**src/rtl/way_array.sv**
```systemverilog
// way_array: one cache set of WAYS ways, each holding WIDTH bits of data with
// valid and dirty bits and an LRU age. A flush FSM walks the ways and offers
// every valid+dirty way on a ready/valid write-back port.
//
// Ports:
//   clk, rst        - clock, synchronous active-high reset
//   index           - way addressed by write / inval / touch and the read outputs
//   write, wmask,
//   set_dirty,
//   datain          - byte-masked write; stores set_dirty as the dirty bit
//   inval           - clear valid+dirty of way index (wins over write)
//   touch           - mark way index most recently used
//   dataout,
//   valid_out,
//   dirty_out       - combinational contents of way index
//   victim          - lowest invalid way, else the least recently used way
//   flush_req       - start a flush scan (only accepted when idle)
//   flush_busy      - flush in progress
//   wb_valid, wb_ready,
//   wb_index, wb_data - write-back handshake for dirty ways
//   flush_done      - single-cycle pulse when the scan completes
module way_array #(
    parameter int WIDTH = 128,
    parameter int WAYS  = 4,
    localparam int IW   = $clog2(WAYS)
) (
    input  logic               clk,
    input  logic               rst,
    input  logic [IW-1:0]      index,
    input  logic               write,
    input  logic [WIDTH/8-1:0] wmask,
    input  logic               set_dirty,
    input  logic [WIDTH-1:0]   datain,
    input  logic               inval,
    input  logic               touch,
    output logic [WIDTH-1:0]   dataout,
    output logic               valid_out,
    output logic               dirty_out,
    output logic [IW-1:0]      victim,
    input  logic               flush_req,
    output logic               flush_busy,
    output logic               wb_valid,
    input  logic               wb_ready,
    output logic [IW-1:0]      wb_index,
    output logic [WIDTH-1:0]   wb_data,
    output logic               flush_done
);

    typedef enum logic [1:0] {
        ST_IDLE,
        ST_SCAN,
        ST_EMIT,
        ST_DONE
    } state_t;

    logic [WIDTH-1:0] data_q  [WAYS];
    logic [WIDTH-1:0] data_d  [WAYS];
    logic [IW-1:0]    age_q   [WAYS];
    logic [IW-1:0]    age_d   [WAYS];
    logic [WAYS-1:0]  valid_q, valid_d;
    logic [WAYS-1:0]  dirty_q, dirty_d;
    state_t           state_q, state_d;
    logic [IW-1:0]    p_q, p_d;

    logic             busy;
    logic             write_ok;
    logic             inval_ok;
    logic             age_upd;
    logic [WAYS-1:0]  younger;   // ways more recent than the one being promoted

    assign busy     = (state_q != ST_IDLE);
    assign inval_ok = inval && !busy;
    // inval takes priority, so a write in the same cycle is not accepted at all
    assign write_ok = write && !inval && !busy;
    assign age_upd  = touch || write_ok;

    for (genvar gi = 0; gi < WAYS; gi++) begin : g_younger
        assign younger[gi] = (age_q[gi] < age_q[index]);
    end

    always_comb begin
        data_d  = data_q;
        age_d   = age_q;
        valid_d = valid_q;
        dirty_d = dirty_q;
        state_d = state_q;
        p_d     = p_q;

        if (inval_ok) begin
            valid_d[index] = 1'b0;
            dirty_d[index] = 1'b0;
        end else if (write_ok) begin
            valid_d[index] = 1'b1;
            dirty_d[index] = set_dirty;
            for (int b = 0; b < WIDTH / 8; b++) begin
                if (wmask[b]) begin
                    data_d[index][b*8 +: 8] = datain[b*8 +: 8];
                end
            end
        end

        // Promote the addressed way to age 0 and shift the more recent ones
        // down by one; older ways keep their age, preserving the permutation.
        if (age_upd) begin
            for (int i = 0; i < WAYS; i++) begin
                if (IW'(i) == index) begin
                    age_d[i] = '0;
                end else if (younger[i]) begin
                    age_d[i] = age_q[i] + 1'b1;
                end
            end
        end

        // Writes are blocked while busy, so the dirty clear below never
        // collides with a write to the same way.
        case (state_q)
            ST_IDLE: begin
                if (flush_req) begin
                    state_d = ST_SCAN;
                    p_d     = '0;
                end
            end
            ST_SCAN: begin
                if (valid_q[p_q] && dirty_q[p_q]) begin
                    state_d = ST_EMIT;
                end else if (p_q == IW'(WAYS - 1)) begin
                    state_d = ST_DONE;
                end else begin
                    p_d = p_q + 1'b1;
                end
            end
            ST_EMIT: begin
                if (wb_ready) begin
                    dirty_d[p_q] = 1'b0;
                    if (p_q == IW'(WAYS - 1)) begin
                        state_d = ST_DONE;
                    end else begin
                        state_d = ST_SCAN;
                        p_d     = p_q + 1'b1;
                    end
                end
            end
            default: begin
                state_d = ST_IDLE;
            end
        endcase
    end

    always_ff @(posedge clk) begin
        if (rst) begin
            for (int i = 0; i < WAYS; i++) begin
                data_q[i] <= '0;
                age_q[i]  <= IW'(i);
            end
            valid_q <= '0;
            dirty_q <= '0;
            state_q <= ST_IDLE;
            p_q     <= '0;
        end else begin
            data_q  <= data_d;
            age_q   <= age_d;
            valid_q <= valid_d;
            dirty_q <= dirty_d;
            state_q <= state_d;
            p_q     <= p_d;
        end
    end

    // Victim: the LRU way is the fallback; the descending scan for invalid
    // ways overrides it so the lowest-index invalid way ends up selected.
    always_comb begin
        victim = '0;
        for (int i = 0; i < WAYS; i++) begin
            if (age_q[i] == IW'(WAYS - 1)) begin
                victim = IW'(i);
            end
        end
        for (int i = WAYS - 1; i >= 0; i--) begin
            if (!valid_q[i]) begin
                victim = IW'(i);
            end
        end
    end

    assign dataout    = data_q[index];
    assign valid_out  = valid_q[index];
    assign dirty_out  = dirty_q[index];
    assign flush_busy = busy;
    assign wb_valid   = (state_q == ST_EMIT);
    assign wb_index   = p_q;
    assign wb_data    = data_q[p_q];
    assign flush_done = (state_q == ST_DONE);

endmodule

```
**config.mk**
```make
export PLATFORM = sky130hd
export DESIGN_NAME = way_array
export DESIGN_NICKNAME = d
export VERILOG_FILES = /design/src/rtl/way_array.sv
export SDC_FILE = /design/constraint.sdc
export NUM_CORES = 2
export LEC_CHECK = 0
export CAP_MARGIN = 0
export CORE_MARGIN = 3
export CORE_UTILIZATION = 65
export DETAILED_ROUTE_END_ITERATION = 6
export DONT_BUFFER_PORTS = 1
export GPL_TIMING_DRIVEN = 0
export PLACE_DENSITY_LB_ADDON = 0.05
export SKIP_LAST_GASP = 1
export SYNTH_ARGS = -nofsm -noshare
export SYNTH_HDL_FRONTEND = slang
export SYNTH_SLANG_ARGS = --single-unit
```
**constraint.sdc**
```tcl
create_clock -name clk -period 8.5 [get_ports clk]
set_input_delay 1.7 -clock clk [delete_from_list [all_inputs] [get_ports clk]]
set_output_delay 1.7 -clock clk [all_outputs]
set_load 0.05 [all_outputs]
```
# --- Yosys cells after proc, flatten, opt, wreduce, memory -nomap -nowiden ---
# Index checks and enable logic that the tools add are counted.
op_classes:
  n_addsub: 5
  mux: 148
  magnitude_cmp: 11
  reduce_logical: 26
  eq_ne: 14
  bitwise_logic: 9
op_table:
  columns: ["op", "count"]
  rows:
  - ["$mux 512", 46]
  - ["$bwmux 512", 16]
  - ["$demux 128 s2", 16]
  - ["$mux 128", 5]
  - ["$bmux 128 s2", 2]
  - ["$mux 120", 1]
  - ["$mux 112", 1]
  - ["$mux 104", 1]
  - ["$mux 96", 1]
  - ["$mux 88", 1]
  - ["$mux 80", 1]
  - ["$mux 72", 1]
  - ["$mux 64", 1]
  - ["$mux 56", 1]
  - ["$mux 2", 25]
  - ["$mux 48", 1]
  - ["$mux 40", 1]
  - ["$mux 32", 1]
  - ["$mux 24", 1]
  - ["$mux 4", 6]
  - ["$mux 16", 1]
  - ["$and 4x4->4", 3]
  - ["$eq 2x2->1 const B", 6]
  - ["$pmux 2 s3", 2]
  - ["31 further kinds", 72]
word_totals:
  output_inout_bits: 265
  wordCells: 225
  register_bits: 532

# --- Longest topological paths before layout ---
logic_depth:
  ltp_word: 67
  ltp_mapped: 10
  ltp_nobuf: 7

# --- Worst setup path after synthesis ---
# Ideal clock, no wire load.
synth_path:
  path_kind: "input-to-output"
  start: "in index[1]"
  end: "out dataout[100]"
  arrival_time_ns: 3.022
  path_stages: 4
  slack_ns: 3.778
  path_buffers: 3
  path_cell_list: "buf_4 > buf_2 > buf_2 > mux4_2"
synth_between:
  elab_chain_len: 4
synth_lines:
  columns: ["item", "line", "text"]
  rows:
  - ["start, declared", "29", "input logic [IW-1:0] index,"]
  - ["$not 2->3 (implied by the code)", "185", "assign dataout = data_q[index];"]
  - ["$bmux 128 s2", "185", null]
  - ["$mux 128 (implied by the code) (2 in a row)", "185", null]
  - ["end, declared", "36", "output logic [WIDTH-1:0] dataout,"]
# No other way between the ends. The select of a mux whose other input is x is not followed.

# --- Final worst setup path ---
layout_path:
  start: "reg p_q[0] (netlist: wb_index[0])"
  end: "out wb_data[79]"
layout_between:
  elab_chain_len: 4
layout_lines:
  columns: ["item", "line", "text"]
  rows:
  - ["start, declared", "63", "logic [IW-1:0] p_q, p_d;"]
  - ["start signal, assigned", "165", "p_q <= p_d;"]
  - ["$not 2->3 (implied by the code)", "191", "assign wb_data = data_q[p_q];"]
  - ["$bmux 128 s2", "191", null]
  - ["$mux 128 (implied by the code) (2 in a row)", "191", null]
  - ["end, declared", "45", "output logic [WIDTH-1:0] wb_data,"]
# No other way between the ends. The select of a mux whose other input is x is not followed.

==> flow_metrics.env <==
export IMPL_final_nets=2397
export IMPL_clk_pin_slew_worst_paths_ns=0.06
export IMPL_cts_tree="done"
export IMPL_wirelength_mm=93.9
export IMPL_floorplan_core_area_sq_um=39000
export IMPL_rsz_0062_raised_after_global_routing="false"
export IMPL_leakagePower_nw=13.5
export IMPL_tightest_slew_ns=1.56
export IMPL_finalMaxSlewViolations=44
export IMPL_cts_hold_buffers=0
export IMPL_worst_setup_path_end_kind="output pin"
export IMPL_worst_hold_path_type="reg -> reg"
export IMPL_synth_cell_types=46
export IMPL_worstSetupPathType="reg -> out"
export IMPL_root_buffer="sky130_fd_sc_hd__clkbuf_16"
export IMPL_num_antenna_cells=0
export IMPL_synth_yosys_seq_area_share_pct=41.1
export IMPL_critical_path_max_fanout=10
export IMPL_pre_antenna_drt_iters=6
export IMPL_die_area_sq_um=42300
export IMPL_antenna_found_initial=0
export IMPL_syn_avg_cell_area_sq_um=11.9
export IMPL_max_clock_skew_ns=0.0145
export IMPL_maxCapViolations=4
export IMPL_period_share_pct=68.6
export IMPL_drt_iter0_markers=2380
export IMPL_fill_cells=2758
export IMPL_groute_usage_overall_pct=43.5
export IMPL_post_cts_resized_instances=0
export IMPL_vias_post_dr=19798
export IMPL_area_sequential_sq_um=10700
export IMPL_cts_htree_levels=2
export IMPL_cpPeakStageDelay_ns=1.08
export IMPL_required_arrival_time_at_the_worst_endpoint_ns=6.80
export IMPL_synth_edff_count=0
export IMPL_ys_warn_count=0
export IMPL_leading_cell_types_by_total_area_after_synthesis="sky130_fd_sc_hd__dfxtp_1, sky130_fd_sc_hd__mux4_2, sky130_fd_sc_hd__mux2i_1"
export IMPL_fin_total_pwr_mw=6.21
export IMPL_hold_worst_slack_ns=0.515
export IMPL_die_width_um=206
export IMPL_busiest_layer="met2"
export IMPL_setup_violations=0
export IMPL_cts_root_to_sink_buffers=3
export IMPL_portBuffers=0
export IMPL_place_area_sq_um=26600
export IMPL_core_rowCount=72
export IMPL_grt_max_degree=14
export IMPL_synth_area_sq_um=25900
export IMPL_worst_slack_ns=2.67
export IMPL_finalCriticalPeriod_ns=5.83
export IMPL_wire_length_of_the_first_global_routing_pass_mm=132
export IMPL_global_route_overflow_total=0
export IMPL_max_slew_margin_pct=-3.87
export IMPL_final_layout_size_suffix_gt1_share_pct=20.7
export IMPL_num_io_pins=419
export IMPL_clk_latency_ns=0.61
export IMPL_ant_nets=0
export IMPL_gr_usage_met1_pct=54.0
export IMPL_synth_area_leader="sky130_fd_sc_hd__dfxtp_1"
export IMPL_postSynthRegisterBits=532
export IMPL_status="finished with violations"
export IMPL_die_y_um=206
export IMPL_starting_density_of_the_core_pct=66.4
export IMPL_post_place_ws_ns=2.86
export IMPL_cts_buffers_inserted=55
export IMPL_fmax_ghz=0.171
export IMPL_slowest_stage="sky130_fd_sc_hd__clkbuf_1"
export IMPL_worstPathCellList="clkbuf_1, clkbuf_1, mux4_2"
export IMPL_synth_ff_type="sky130_fd_sc_hd__dfxtp_1"
export IMPL_gr_usage_met2_pct=62.8
export IMPL_clock_sinks=532
export IMPL_grt_pass1_vias=19266
export IMPL_wire_per_inst_um=33.6
export IMPL_syn2layout_area_growth_pct=9.70
export IMPL_drc=0
export IMPL_total_area_of_multi_input_combinational_cells_sq_um=14600
export IMPL_critPathMostFrequentCell="sky130_fd_sc_hd__clkbuf_1"
export IMPL_setup_tns_ns=0
export IMPL_grt_util_met3_pct=17.4
export IMPL_finish_instance_area_sq_um=28400
export IMPL_violations="capacitance limit, slew limit"
export IMPL_cts_repair_timing_setup_buffer_count=0
export IMPL_post_dp_hpwl_mm=64.2
export IMPL_vias_per_cell=7.10
export IMPL_arrival_ns=4.13
export IMPL_max_vdd_ir_drop_v=0.000175
export IMPL_synth_top_area_share_pct=41.1
export IMPL_postSynth_asyncResetShare_pct=0
export IMPL_gp_congestion=0.936
export IMPL_syn_nets=2339
export IMPL_report_final_hold_viol_count=0
export IMPL_netlist_instances=2170
export IMPL_pwr_density_cell_nw_per_um2=219
export IMPL_start_kind="register"
[logic make-up after synthesis]
logic type / Yosys count / share of synthesized area, %
compound gates: 56 / 1.47
fa+ha+maj: 15 / 0.724
buf+inv: 157 / 2.61
flops: 532 / 41.1
mux: 777 / 42.6
simple gates: 633 / 11.4
[metal layers]
| metal | part of all wire, % | vias to the layer above |
|---|---|---|
| met3 | 15 | 415 |
| met1 | 34 | 9910 |
| met4 | 8.2 | 0 |
| li1 | - | 8093 |
| met5 | 0 | - |
| met2 | 43 | 1380 |
[critical path, delay by kind of cell, from the launching register on]
family | cells | cell delay (ns)
muxes | 1 | 0.67
buffers and inverters | 2 | 1.97
DFF | 1 | 0.84
[stage by stage]
stage | cells | utilization [%]
4_1_cts | 2790 | 72.9
3_5_place_dp | 2689 | 68.1
6_report | 2790 | 72.9
2_1_floorplan | 2170 | -
5_1_grt | 2790 | 72.9
3_3_place_gp | 2688 | 68.1
[flip-flops by register name, indices dropped and copies added (netlist names), named ones only]
name	flops
data_q	512
age_q	8
state_q	2
wb_index	2
dirty_q	4
[cell usage in the layout (no fill, tap or decap), drive strengths merged, types with 2 or more instances in the layout]
cell,n
nand2,13
clkinvlp,3
a21oi,13
a31oi,8
and3,6
clkbuf,157
dfxtp,532
a211oi,7
nand3,71
o22ai,4
nor2b,8
and3b,2
o311a,3
bufinv,3
clkinv,11
o21ai,6
buf,67
nand2b,7
ha,15
inv,18
o211ai,4
or4,4
a21boi,2
mux2i,515
nor2,516
mux4,261
[final cells by class]
type,instances,share of cell area (%)
clock buffers,84,5.90
plain buffers,139,2.15
flip-flops and latches,532,37.5
inverters,18,0.238
well taps,518,2.28
repair buffers,1,0.0528
clock inverters,17,0.603
multi-input cells,1481,51.3
[cell usage after synthesis, types with 8 or more instances]
cell type / n
sky130_fd_sc_hd__dfxtp_1: 532
sky130_fd_sc_hd__nor2_1: 516
sky130_fd_sc_hd__mux2i_1: 515
sky130_fd_sc_hd__mux4_2: 261
sky130_fd_sc_hd__clkbuf_1: 72
sky130_fd_sc_hd__nand3_2: 54
sky130_fd_sc_hd__buf_2: 43
sky130_fd_sc_hd__inv_1: 17
sky130_fd_sc_hd__buf_1: 16
sky130_fd_sc_hd__ha_1: 15
sky130_fd_sc_hd__a21oi_1: 13
sky130_fd_sc_hd__nand2_1: 13
sky130_fd_sc_hd__nand3_4: 10
sky130_fd_sc_hd__a31oi_1: 8
sky130_fd_sc_hd__nor2b_1: 8
[path summary, 6_finish.rpt]
path	cells after the start	end	slack [ns]	from
hold reg to reg	2	data_q[361]$_SDFFE_PP0P_	0.51	data_q[361]$_SDFFE_PP0P_
setup / recovery	3	wb_data[79]	2.67	wb_index[0]$_SDFFE_PP0P_
setup reg to reg	4	wb_index[0]$_SDFFE_PP0P_	5.44	wb_index[0]$_SDFFE_PP0P_
hold / removal	2	data_q[361]$_SDFFE_PP0P_	0.51	data_q[361]$_SDFFE_PP0P_
[where the power goes]
part	switching, mW	internal (mW)
registers	0.0660	2.55
clock network	1.04	1.45
logic	0.782	0.322
Power figures use the tool's default switching activity.
